$ cat config.mk
export PLATFORM = sky130hd
export DESIGN_NAME = iob_cache_arbiter
export DESIGN_NICKNAME = d
export VERILOG_FILES = /design/src/rtl/iob_cache_arb_pkg.sv /design/src/rtl/iob_cache_arb_sel.sv /design/src/rtl/iob_cache_arbiter.sv
export SDC_FILE = /design/constraint.sdc
export NUM_CORES = 1
export LEC_CHECK = 0
export CORE_MARGIN = 5
export CORE_UTILIZATION = 30
export DETAILED_ROUTE_END_ITERATION = 8
export PLACE_DENSITY = 0.76
export SYNTH_ARGS = -nofsm -noshare
export SYNTH_HDL_FRONTEND = slang
export SYNTH_SLANG_ARGS = --single-unit
export TNS_END_PERCENT = 5
$ cat constraint.sdc
create_clock -name clk -period 3.35 [get_ports clk]
set_clock_uncertainty 0.2 [all_clocks]
set_input_delay 0.67 -clock clk [delete_from_list [all_inputs] [get_ports clk]]
set_output_delay 0.67 -clock clk [all_outputs]
set_load 0.02 [all_outputs]
$ cat src/rtl/iob_cache_arb_pkg.sv
// Shared types and helpers for the iob_cache front-end arbiter.
// Build option: define IOB_CACHE_ARB_RR_EN for round-robin arbitration (fixed priority otherwise).
package iob_cache_arb_pkg;

  typedef enum logic {
    ARB_IDLE = 1'b0,
    ARB_BUSY = 1'b1
  } arb_state_t;

  // Word address width seen by the cache for a given byte address and data width.
  function automatic int wa_w(input int addr_w, input int data_w);
    return addr_w - $clog2(data_w / 8);
  endfunction

  function automatic int onehot2idx(input logic [31:0] onehot);
    int idx;
    idx = 0;
    for (int i = 0; i < 32; i++) begin
      if (onehot[i]) idx = idx | i;
    end
    return idx;
  endfunction

endpackage

$ cat src/rtl/iob_cache_arb_sel.sv
// Combinational winner selection for iob_cache_arbiter.
// IOB_CACHE_ARB_RR_EN selects round-robin from last+1; otherwise lowest valid index wins.
module iob_cache_arb_sel #(
  parameter int N_REQ = 2,
  parameter int IDX_W = $clog2(N_REQ)
) (
  input  logic [N_REQ-1:0] req_valid,
  input  logic [IDX_W-1:0] last,
  output logic [N_REQ-1:0] winner
);

`ifdef IOB_CACHE_ARB_RR_EN
  // Scan from the farthest offset down so the nearest valid index after last wins.
  always_comb begin
    winner = '0;
    for (int k = N_REQ; k >= 1; k--) begin
      if (req_valid[(int'(last) + k) % N_REQ]) begin
        winner = '0;
        winner[(int'(last) + k) % N_REQ] = 1'b1;
      end
    end
  end
`else
  assign winner = req_valid & (~req_valid + 1'b1);

  logic unused_last;
  assign unused_last = ^last;
`endif

endmodule

$ cat src/rtl/iob_cache_arbiter.sv
// Shares one iob_cache native front-end port between N_REQ requesters, one transaction at a time.
// Build option: IOB_CACHE_ARB_RR_EN enables round-robin arbitration (default fixed priority, index 0 highest).
module iob_cache_arbiter
  import iob_cache_arb_pkg::*;
#(
  parameter  int ADDR_W = 32,
  parameter  int DATA_W = 32,
  parameter  int N_REQ  = 2,
  localparam int WA_W   = wa_w(ADDR_W, DATA_W),
  localparam int STRB_W = DATA_W / 8
) (
  input  logic                       clk,
  input  logic                       reset,
  input  logic [N_REQ-1:0]           req_valid,
  input  logic [N_REQ*WA_W-1:0]      req_addr,
  input  logic [N_REQ*DATA_W-1:0]    req_wdata,
  input  logic [N_REQ*STRB_W-1:0]    req_wstrb,
  output logic [N_REQ*DATA_W-1:0]    req_rdata,
  output logic [N_REQ-1:0]           req_ready,
  output logic                       c_valid,
  output logic [WA_W-1:0]            c_addr,
  output logic [DATA_W-1:0]          c_wdata,
  output logic [STRB_W-1:0]          c_wstrb,
  input  logic [DATA_W-1:0]          c_rdata,
  input  logic                       c_ready
);

  localparam int IDX_W = $clog2(N_REQ);

  arb_state_t         state;
  logic [N_REQ-1:0]   gnt;
  logic [N_REQ-1:0]   winner;
  logic [IDX_W-1:0]   last;
  logic [IDX_W-1:0]   win_idx;
  logic [WA_W-1:0]    hold_addr;
  logic [DATA_W-1:0]  hold_wdata;
  logic [STRB_W-1:0]  hold_wstrb;
  logic [WA_W-1:0]    sel_addr;
  logic [DATA_W-1:0]  sel_wdata;
  logic [STRB_W-1:0]  sel_wstrb;

  iob_cache_arb_sel #(
    .N_REQ (N_REQ),
    .IDX_W (IDX_W)
  ) u_sel (
    .req_valid (req_valid),
    .last      (last),
    .winner    (winner)
  );

  assign win_idx   = IDX_W'(onehot2idx(32'(winner)));
  assign sel_addr  = req_addr[win_idx*WA_W +: WA_W];
  assign sel_wdata = req_wdata[win_idx*DATA_W +: DATA_W];
  assign sel_wstrb = req_wstrb[win_idx*STRB_W +: STRB_W];

  assign req_rdata = {N_REQ{c_rdata}};

  // IDLE passes the winner straight through; BUSY replays the captured request.
  always_comb begin
    // NOTE: every output gets a default first so no path through the case infers a latch.
    c_valid   = 1'b0;
    c_addr    = '0;
    c_wdata   = '0;
    c_wstrb   = '0;
    req_ready = '0;
    case (state)
      ARB_IDLE: begin
        if (|req_valid) begin
          c_valid = 1'b1;
          c_addr  = sel_addr;
          c_wdata = sel_wdata;
          c_wstrb = sel_wstrb;
        end
      end
      ARB_BUSY: begin
        c_valid = 1'b1;
        c_addr  = hold_addr;
        c_wdata = hold_wdata;
        c_wstrb = hold_wstrb;
        if (c_ready) req_ready = gnt;
      end
      default: ;
    endcase
  end

  // NOTE: state registers use non-blocking assignments so every flop samples pre-edge values.
  always_ff @(posedge clk or posedge reset) begin
    if (reset) begin
      state      <= ARB_IDLE;
      gnt        <= '0;
      last       <= IDX_W'(N_REQ - 1);
      // NOTE: hold registers are reset so the cache port never shows X after power-up.
      hold_addr  <= '0;
      hold_wdata <= '0;
      hold_wstrb <= '0;
    end else begin
      case (state)
        ARB_IDLE: begin
          if (|req_valid) begin
            state      <= ARB_BUSY;
            gnt        <= winner;
            last       <= win_idx;
            hold_addr  <= sel_addr;
            hold_wdata <= sel_wdata;
            hold_wstrb <= sel_wstrb;
          end
        end
        ARB_BUSY: begin
          if (c_ready) begin
            state <= ARB_IDLE;
            gnt   <= '0;
          end
        end
        default: state <= ARB_IDLE;
      endcase
    end
  end

`ifndef SYNTHESIS
  // A ready pulse with nothing outstanding means the cache broke the handshake.
  always_ff @(posedge clk) begin
    if (!reset) begin
      assert (!(state == ARB_IDLE && c_ready))
        else $warning("iob_cache_arbiter: c_ready pulsed while idle, ignored");
    end
  end
`endif

endmodule

==> impl_metrics.py <==
metrics = {
    "run_status": {
        "status": "complete, no violations",
    },
    "cts": {
        "cts_root_buf": "clkbuf_16",
        "post_cts_buffers": 0,
        "clock_path_buffers": 2,
        "postCtsHoldBufs": 0,
        "htreeDepth": 3,
        "clock-sinks": 69,
        "cts_tree": "yes",
        "cts_resized": 49,
        "clk-insertion-delay-late_ns": 0.33,
        "clkTransAtPathRegs_ns": 0.05,
        "cts_made_buffers": 9,
    },
    "routing": {
        "drt_wl_total_um": 17170,
        "via_per_inst": 5.448,
        "wl_per_cell_um": 18.15,
        "ant_nets": 0,
        "drc_errors": 0,
        "dr_total_vias": 5154,
        "first_iter_violations": 168,
        "drtPass1Iterations": 4,
    },
    "critical_path": {
        "r2r_end": "hold_addr[12]$_DFFE_PP0P_",
        "critPathLaunchType": "input pin",
        "crit_type": "in -> out",
        "arrival_ns": 2.27,
        "path_max_fanout": 43,
        "startpoint": "req_valid[1]",
        "crit_required_ns": 2.48,
        "r2r_cells": 5,
        "r2r_setup_slack_ns": 1.23,
        "setup.worst_path.end_class": "output pin",
        "timing.rr.start": "state$_DFF_PP0_",
    },
    "floorplan": {
        "die_area_um2": 19860,
        "rows": 47,
        "design.core.area_um2": 16700,
        "die_x_um": 140.9,
        "die_y_um": 140.9,
        "initial_core_util_pct": 30.80,
        "ioPinCount": 302,
    },
    "synth": {
        "synth_area_leader_cell": "dfrtp_1",
        "syn_nets": 780,
        "synth_top_area_share_pct": 33.57,
        "synthCells": 611,
        "synth_warnings": 0,
        "avgSynthCellArea_um2": 8.418,
        "netlist_top_cells_area": "dfrtp_1 34%, a21oi_1 13%, a221oi_2 12%, o22ai_1 12%, buf_4 10%",
        "syn_area_um2": 5144,
        "ys_ff_latch": 69,
        "seq_area_frac_synth_pct": 33.57,
        "synth_cell_types": 25,
    },
    "min_path": {
        "hp-class": "reg -> reg",
        "min_from": "gnt[0]$_DFFE_PP0P_",
        "worstHoldPathCells": 2,
        "holdPathEnd": "gnt[0]$_DFFE_PP0P_",
    },
    "job": {
        "cap_viol_max_count": 0,
    },
    "sta": {
        "setup_viol": 0,
        "fmaxAchievable_mhz": 318.4,
        "slew_headroom_pct": 59.86,
        "worst_pin_slew_ns": 0.6021,
        "period_share_pct": 93.76,
        "drv_slew": 0,
        "final_hold_viol_count": 0,
        "min_period_ns": 3.141,
        "rsz0062_at_grt": "no",
    },
    "final_layout": {
        "layout.cells.most_common_list": "138 x clkdlybuf4s50_1, 130 x a21oi_1, 96 x o22ai_1",
        "finalNetCount": 891,
        "multi_input_area_um2": 2337,
        "layout_commonest_cell": "clkdlybuf4s50_1",
        "fin_util_pct": 42.79,
        "insertedDiodeCount": 0,
        "num-fill-cells": 1675,
        "drive_gt1_share_pct": 11.02,
        "syn_to_final_growth_pct": 38.92,
        "seqCellArea_um2": 1730,
    },
    "placement": {
        "port_buffers": 205,
        "place.gp.congestion": 0.8314,
        "hpwl_um": 11810,
    },
    "global_route": {
        "grt_max_degree": 98,
        "antenna_found_initial": 0,
        "grt_pass1_wl_um": 26900,
        "grt_overflow": 0,
        "grt_pass1_vias": 5202,
        "grt_usage_pct": 16.54,
    },
    "pwr": {
        "vdd_drop_max_uv": 242.3,
        "leakagePower_nw": 3.110,
        "finalPower_w": 0.003430,
        "p_per_area_nw_per_um2": 480.0,
    },
}
[cell families after synthesis]
| logic type | after synthesis | share of synthesized area, % |
|---|---|---|
| flip-flops | 69 | 33.57 |
| AND/OR/NAND/NOR | 50 | 4.330 |
| buffers and inverters | 196 | 20.99 |
| AO/OA/AOI/OAI | 296 | 41.11 |
[stage by stage]
| stage | hold WS [ns] | setup WS (ns) | instances | instance area (µm²) | TNS [ns] |
|---|---|---|---|---|---|
| after CTS | 0.2903 | 0.001625 | 946 | 7103 | 0 |
| after detailed placement | 0.2761 | -0.04578 | 931 | 6904 | -0.7739 |
| after global routing | 0.3104 | 0.1268 | 946 | 7146 | 0 |
| final | 0.2938 | 0.2089 | 946 | 7146 | 0 |
| after floorplan | 0.2510 | 0.7401 | 611 | 5144 | 0 |
| after global placement | 0.2805 | -0.02677 | 931 | 6904 | -0.3206 |
[registers in the layout (all words and copies together) (netlist names)]
signal,count
hold_addr,30
gnt,2
hold_wstrb,4
state,1
hold_wdata,32
[worst max-delay path by stage]
stage	to
finish	c_wdata[15]
detailed placement	c_wdata[27]
CTS	c_wdata[20]
global route	c_wdata[6]
global placement	c_wdata[27]
floorplan	gnt[0]$_DFFE_PP0P_
[synth_stat cells]
cell and instances:
a21oi_1 130, a221oi_1 26, a221oi_2 40, and2_1 1, and3_1 2, buf_1 2
buf_2 32, buf_4 71, buf_6 5, clkbuf_1 17, dfrtp_1 69, inv_1 67
inv_2 2, nand2_1 2, nand2b_1 3, nand3_1 1, nand3b_1 1, nor2_1 37
nor2b_4 1, o21ba_1 1, o22ai_1 96, o31ai_1 1, o32ai_1 2, or2_1 1
or3_1 1
[area by class of cell]
| type | instances | area share, % |
|---|---|---|
| tap | 220 | 3.852 |
| multi-input combinational | 346 | 32.71 |
| sequential | 69 | 24.22 |
| clock buffer | 13 | 3.502 |
| timing repair buffer | 227 | 31.96 |
| clock inverter | 2 | 0.1401 |
| inverter | 69 | 3.625 |
[critical path, cell delays in order]
cell and delay (ns):
clkdlybuf4s50_1 0.48, nor2b_4 0.18, buf_12 0.25, a221oi_1 0.14, a21oi_1 0.14, dlygate4sd2_1 0.36
[power breakdown]
part	leakage (nW)	switching (W)	internal, W
Combinational	2.21	0.000790	0.000644
Clock	0.129	0.000337	0.000515
Sequential	0.767	0.000121	0.00102
Total	3.11	0.00125	0.00218
[metal layers]
layer  up-vias  GRT usage [%]  part of all wire, %
met3        48          5.791                  7.6
met5         -              0                    0
met1      2459          19.27                   41
li1       2428              -                    -
met4         0          5.915                  2.6
met2       219          28.18                   49
(Power assumes the default switching activity.)
